===== src/rtl/shift_add_mac.sv =====
// shift_add_mac: sequential shift-and-add multiply-accumulate driving an external barrel shifter
module shift_add_mac (
  input  logic        clk,
  input  logic        rst,
  input  logic        start,
  input  logic        clear,
  input  logic [7:0]  a,
  input  logic [15:0] b,
  input  logic [33:0] sh_out,
  output logic [7:0]  sh_in,
  output logic [4:0]  sh_n,
  output logic        busy,
  output logic        done,
  output logic [33:0] acc,
  output logic        overflow
);
  typedef enum logic [1:0] {IDLE, RUN, DONE} state_t;
  state_t state;
  logic [7:0] a_reg;
  logic [15:0] b_reg;
  logic [3:0] cnt;
  logic [34:0] sum;
  assign sum = {1'b0, acc} + {1'b0, sh_out};
  // status flags decode the state register; shifter is only driven while walking bits
  always_comb begin
    busy = state != IDLE;
    done = state == DONE;
    sh_in = state == RUN ? a_reg : '0;
    sh_n = state == RUN ? {1'b0, cnt} : '0;
  end
  // accept in IDLE or on the DONE exit edge for back-to-back throughput; walk one multiplier bit per cycle
  always_ff @(posedge clk) begin
    if (rst) begin
      state <= IDLE;
      a_reg <= '0;
      b_reg <= '0;
      cnt <= '0;
      acc <= '0;
      overflow <= 1'b0;
    end else if (state != RUN) begin
      if (start) begin
        a_reg <= a;
        b_reg <= b;
        cnt <= '0;
        state <= RUN;
        if (clear) begin
          acc <= '0;
          overflow <= 1'b0;
        end
      end else if (state == DONE) begin
        state <= IDLE;
      end
    end else begin
      if (b_reg[cnt]) begin
        acc <= sum[33:0];
        overflow <= overflow | sum[34];
      end
      cnt <= cnt + 4'd1;
      if (cnt == 4'd15) state <= DONE;
    end
  end
endmodule

===== config.mk =====
export PLATFORM = sky130hd
export DESIGN_NAME = shift_add_mac
export DESIGN_NICKNAME = d
export VERILOG_FILES = /design/src/rtl/shift_add_mac.sv
export SDC_FILE = /design/constraint.sdc
export NUM_CORES = 1
export LEC_CHECK = 0
export ABC_AREA = 1
export CAP_MARGIN = 0
export CORE_MARGIN = 5
export CORE_UTILIZATION = 50
export DETAILED_ROUTE_END_ITERATION = 16
export PLACE_DENSITY = 0.79
export SLEW_MARGIN = 10
export SYNTH_ARGS = -nofsm -noshare
export SYNTH_HDL_FRONTEND = slang
export SYNTH_SLANG_ARGS = --single-unit

===== constraint.sdc =====
create_clock -name clk -period 2.35 [get_ports clk]
set_input_delay 0.47 -clock clk [delete_from_list [all_inputs] [get_ports clk]]
set_output_delay 0.47 -clock clk [all_outputs]
set_load 0.01 [all_outputs]

Word level (Yosys, flattened, before mapping)
Index checks and enable logic that the tools add are counted.
W data, S select, Z words.
{ "op_classes": {"mux": 18, "n_eq_ne": 7, "n_addsub": 2, "n_lt_le_gt_ge": 1, "bitwise": 1, "n_reduce_logical": 6} }
{ "op_table": {"columns": ["op", "n"], "rows": [
  ["$mux W34", 4],
  ["$add A34 B34 Y35", 1],
  ["$mux W4", 3],
  ["$mux W2", 4],
  ["$mux W8", 1],
  ["$reduce_bool A2 Y1", 3],
  ["$lt A4 B5 Y1 const B", 1],
  ["$mux W1", 5],
  ["$add A4 B1 Y4 const B", 1],
  ["$bmux W1 S4", 1],
  ["$eq A4 B4 Y1 const B", 1],
  ["$ne A2 B2 Y1 const B", 2],
  ["$reduce_and A2 Y1", 2],
  ["$ne A3 B3 Y1 const B", 1],
  ["$reduce_and A3 Y1", 1],
  ["$eq A2 B1 Y1 const B", 1],
  ["$eq A2 B2 Y1 const B", 1],
  ["$ne A2 B1 Y1 const B", 1],
  ["$or A1 B1 Y1", 1]
]} }
{ "totals": {"register_bits": 65, "word_cells": 41, "inputBits": 62, "out_inout_bits": 50} }

Depth between registers and ports, before layout
{ "depth": {"depth_word": 4, "depth_mapped": 16, "depth_no_buf": 16} }

Worst setup path before layout
Ideal clock, no wire load.
{ "synth_path": {"kind": "input-to-reg", "start": "in sh_out[0]", "end": "reg overflow", "n_path_buf": 0, "arrival_ns": 1.985, "slack_ns": 0.295, "setup_ns": 0.070, "stages": 16, "required_time_ns": 2.280, "path_cell_list": "ha_1 inv_1 fa_1 inv_1 nand3_1 nand2_1 nand2_1 nand2_1 nand2_1 nand2_1 nand2_1 nand3_1 nand2_1 nand2_1 nand2_1 a21oi_1"} }
{ "synth_between": {"elab_chain_cells": 4} }
{ "synth_rtl": {"columns": ["element", "line", "rtl"], "rows": [
  ["start: declaration", "9", "input logic [33:0] sh_out,"],
  ["$add A34 B34 Y35", "23", "assign sum = {1'b0, acc} + {1'b0, sh_out};"],
  ["$or A1 B1 Y1", "56", "overflow <= overflow | sum[34];"],
  ["$mux W1", "54", "if (b_reg[cnt]) begin"],
  ["$mux W1", "40", "end else if (state != RUN) begin"],
  ["end signal: assignment", "56", null],
  ["end: declaration", "15", "output logic overflow"]
]} }
No other way between the ends. The select of a mux whose other input is x is not followed.
A chain may end at the register's enable or synchronous reset.

Final worst setup path
{ "layout_path": {"start": "reg state[0]", "end": "out sh_n[1]"} }
{ "layout_between": {"elab_chain_cells": 2} }
{ "layout_rtl": {"columns": ["element", "line", "rtl"], "rows": [
  ["start: declaration", "18", "state_t state;"],
  ["start signal: assignment", "34", "state <= IDLE;"],
  ["start signal: assignment", "45", "state <= RUN;"],
  ["start signal: assignment", "51", "state <= IDLE;"],
  ["$eq A2 B1 Y1", "29", "sh_n = state == RUN ? {1'b0, cnt} : '0;"],
  ["$mux W4", "29", null],
  ["end: declaration", "11", "output logic [4:0] sh_n,"]
]} }
No other way between the ends.

==> summary.md <==
| Metric | Value |
|---|---|
| Critical Path Start | `state[0]` |
| Die area | `12,000 um^2` |
| Critical path class | `reg -> out` |
| EDFF count, synth | `0` |
| #FFs+latches synth | `65` |
| Dpl hpwl | `11.4 mm` |
| Clock Path Buffers | `2` |
| Fill count | `866` |
| Clock Sinks | `65` |
| Core area | `9730 um^2` |
| Final hold vios | `0` |
| Post-layout util | `0.716` |
| PD cells | `430 nW/um^2` |
| Cells after DPL | `1,113` |
| Average size of a mapped cell | `6.13 um^2` |
| Pin count of the biggest net entering global routing | `39` |
| Worst flop-to-flop path endpoint | `acc[16]` |
| Leading cell type in the layout, fill and taps excluded | `nand2_1` |
| Critical Path End Type | `output pin` |
| Pwr Total | `2.99 mW` |
| Async set or reset register ratio after synthesis | `0` |
| RSZ-0062 raised after global routing | `yes` |
| Ports | `112` |
| Hold WS | `0.456 ns` |
| WL/cell | `13.2 um` |
| Reg2reg setup slack | `0.30 ns` |
| Post-route insts no fill | `1,130` |
| Post-Syn Area | `4980 um^2` |
| I/O Buffers | `110` |
| Fraction of layout cells with a size suffix above 1 | `0.152` |
| Row count | `36` |
| Hold buffers post-CTS | `0` |
| Max cap viols | `0` |
| Final min period | `2.25 ns` |
| R2R depth | `11` |
| Initial DRC Count | `309` |
| Most frequent cells in the layout | `nand2_1, clkdlybuf4s50_1, inv_1, nor2_1, buf_4` |
| Status | `finished, final reports clean` |
| Arrival time worst endpoint | `1.78 ns` |
| Vias per inst | `4.99` |
| FF/Latch Area | `1300 um^2` |
| Syn_nets | `910` |
| Routability Congestion | `0.947` |
| Worst Tran Pin Value | `0.691 ns` |
| Launching point of the worst reg2reg path | `acc[14]` |
| Design Area, Final | `6970 um^2` |
| Detailed Routing Iterations Pass 1 | `5` |
| Final setup viols | `0` |
| Top_reg_cell synth | `dfxtp_1` |
| Detail Route Antenna Nets | `0` |
| Yosys Warn Count | `0` |
| Crit share post-route | `0.957` |
| Setup Skew | `0.0152 ns` |
| TritonCTS clock tree | `built` |
| Remaining DRCs | `0` |
| F_max | `445 MHz` |
| Synthesized instance count | `812` |
| Worst Path Required | `1.88 ns` |
| Seq/Total Area, Yosys | `0.261` |
| Overflow after GRT | `0` |
| ANT cells | `0` |
| CP Launch Type | `flip-flop` |
| Slew Limit Fails | `0` |
| Fin nets | `1,090` |
| First-pass GRT wire length | `23.9 mm` |
| Die width | `110 um` |
| Slew HR | `0.539` |
| Min-Delay Path Depth | `2` |
| Setup crit end | `sh_n[1]` |
| Num CTS Buffers | `9` |
| Starting Density | `0.512` |
| Leak | `3.31 nW` |
| Gr usage total | `0.248` |
| Vias | `5,641` |
| Worst skew pair latency | `0.35 ns` |
| Final WL | `14.9 mm` |
| Worst Hold Class | `reg -> reg` |
| VDD IR-drop max | `325 uV` |
| CTS H-tree depth | `3` |
| Worst-path clk slew | `0.08 ns` |
| Initial antenna violation count | `0` |
| Area of the multi-input gates | `3190 um^2` |
| Synth cell types | `36` |
| Crit Path Max Fanout | `8` |
| Area grow syn2layout | `39.9%` |
| Max FFs per register | `34` |
| Die Span Y | `110 um` |
| Clk Tree Root Cell | `clkbuf_8` |
| Vias in the first global route | `5,257` |
| Post-DP Area | `6700 um^2` |
logic make-up (layout without fill, tap and decap cells):
group / count (synthesis) / in the layout / share of synthesized area
compound gates: 134 / 134 / 0.146
xor+xnor: 8 / 8 / 0.0141
fa+ha+maj: 36 / 36 / 0.0920
buf+inv: 128 / 313 / 0.109
flops: 65 / 65 / 0.261
other cells: 1 / 1 / 0.000753
simple gates: 440 / 440 / 0.377
through the flow:
stage / worst slack, ns / TNS [ns]
2_1_floorplan: 0.295 / 0
3_5_place_dp: -0.380 / -5.64
4_1_cts: 0.00265 / 0
3_3_place_gp: -0.341 / -4.85
5_1_grt: -0.00417 / -0.00417
6_report: 0.101 / 0
layout make-up:
class | instances | share of cell area
clock buffers | 9 | 0.0178
clock inverters | 7 | 0.0108
inverters | 109 | 0.0587
multi-input cells | 619 | 0.458
flip-flops and latches | 65 | 0.187
well taps | 133 | 0.0239
repair buffers | 188 | 0.244
how the worst min path moves through the flow:
stage                          end     start  slack (ns)
after detailed placement  a_reg[5]  a_reg[5]        0.44
after floorplan           a_reg[0]  a_reg[0]        0.43
after global routing      a_reg[6]  a_reg[6]        0.49
after CTS                 a_reg[5]  a_reg[5]        0.46
after global placement    a_reg[4]  a_reg[4]        0.44
final                     a_reg[5]  a_reg[5]        0.46
metal layers:
metal	global-route usage	vias to the layer above	wire length [um]
li1	-	2951	-
met1	0.326	2490	6690
met2	0.413	172	6920
met3	0.0358	28	993
met4	0.0864	0	324
met5	0	-	0
critical path, cell delays in order (launching register included):
cell	delay [ns]
dfxtp_2	0.36
inv_2	0.06
nor2_4	0.08
inv_1	0.05
buf_4	0.18
nor2_1	0.13
clkdlybuf4s50_1	0.57
synthesized netlist by cell type, types with 2 or more instances:
master,n,area share
a21oi_1,72,0.072
a21oi_2,10,0.018
buf_6,6,0.014
clkbuf_1,10,0.0075
dfxtp_1,65,0.26
ha_1,35,0.088
inv_1,105,0.079
inv_2,3,0.0023
nand2_1,237,0.18
nand2_2,10,0.013
nand3_1,59,0.059
nand3b_1,6,0.0090
nand4_1,5,0.0063
nor2_1,98,0.074
nor3_1,9,0.0090
o21ai_0,47,0.047
o21bai_1,2,0.0030
or2_2,9,0.011
xor2_1,7,0.012
report_power, final:
group	switching [mW]	internal [mW]	total, mW	leakage (nW)
Clock	0.513	0.500	1.01	0.104
Combinational	0.414	0.378	0.791	2.68
Sequential	0.0327	1.16	1.19	0.531
timing repair:
item                                    CTS  global route
pin swaps                                 0             3
endpoints found under the setup margin    2            21
buffers inserted                          0             1
resized for setup                         1            19
(Power assumes the default switching activity.)
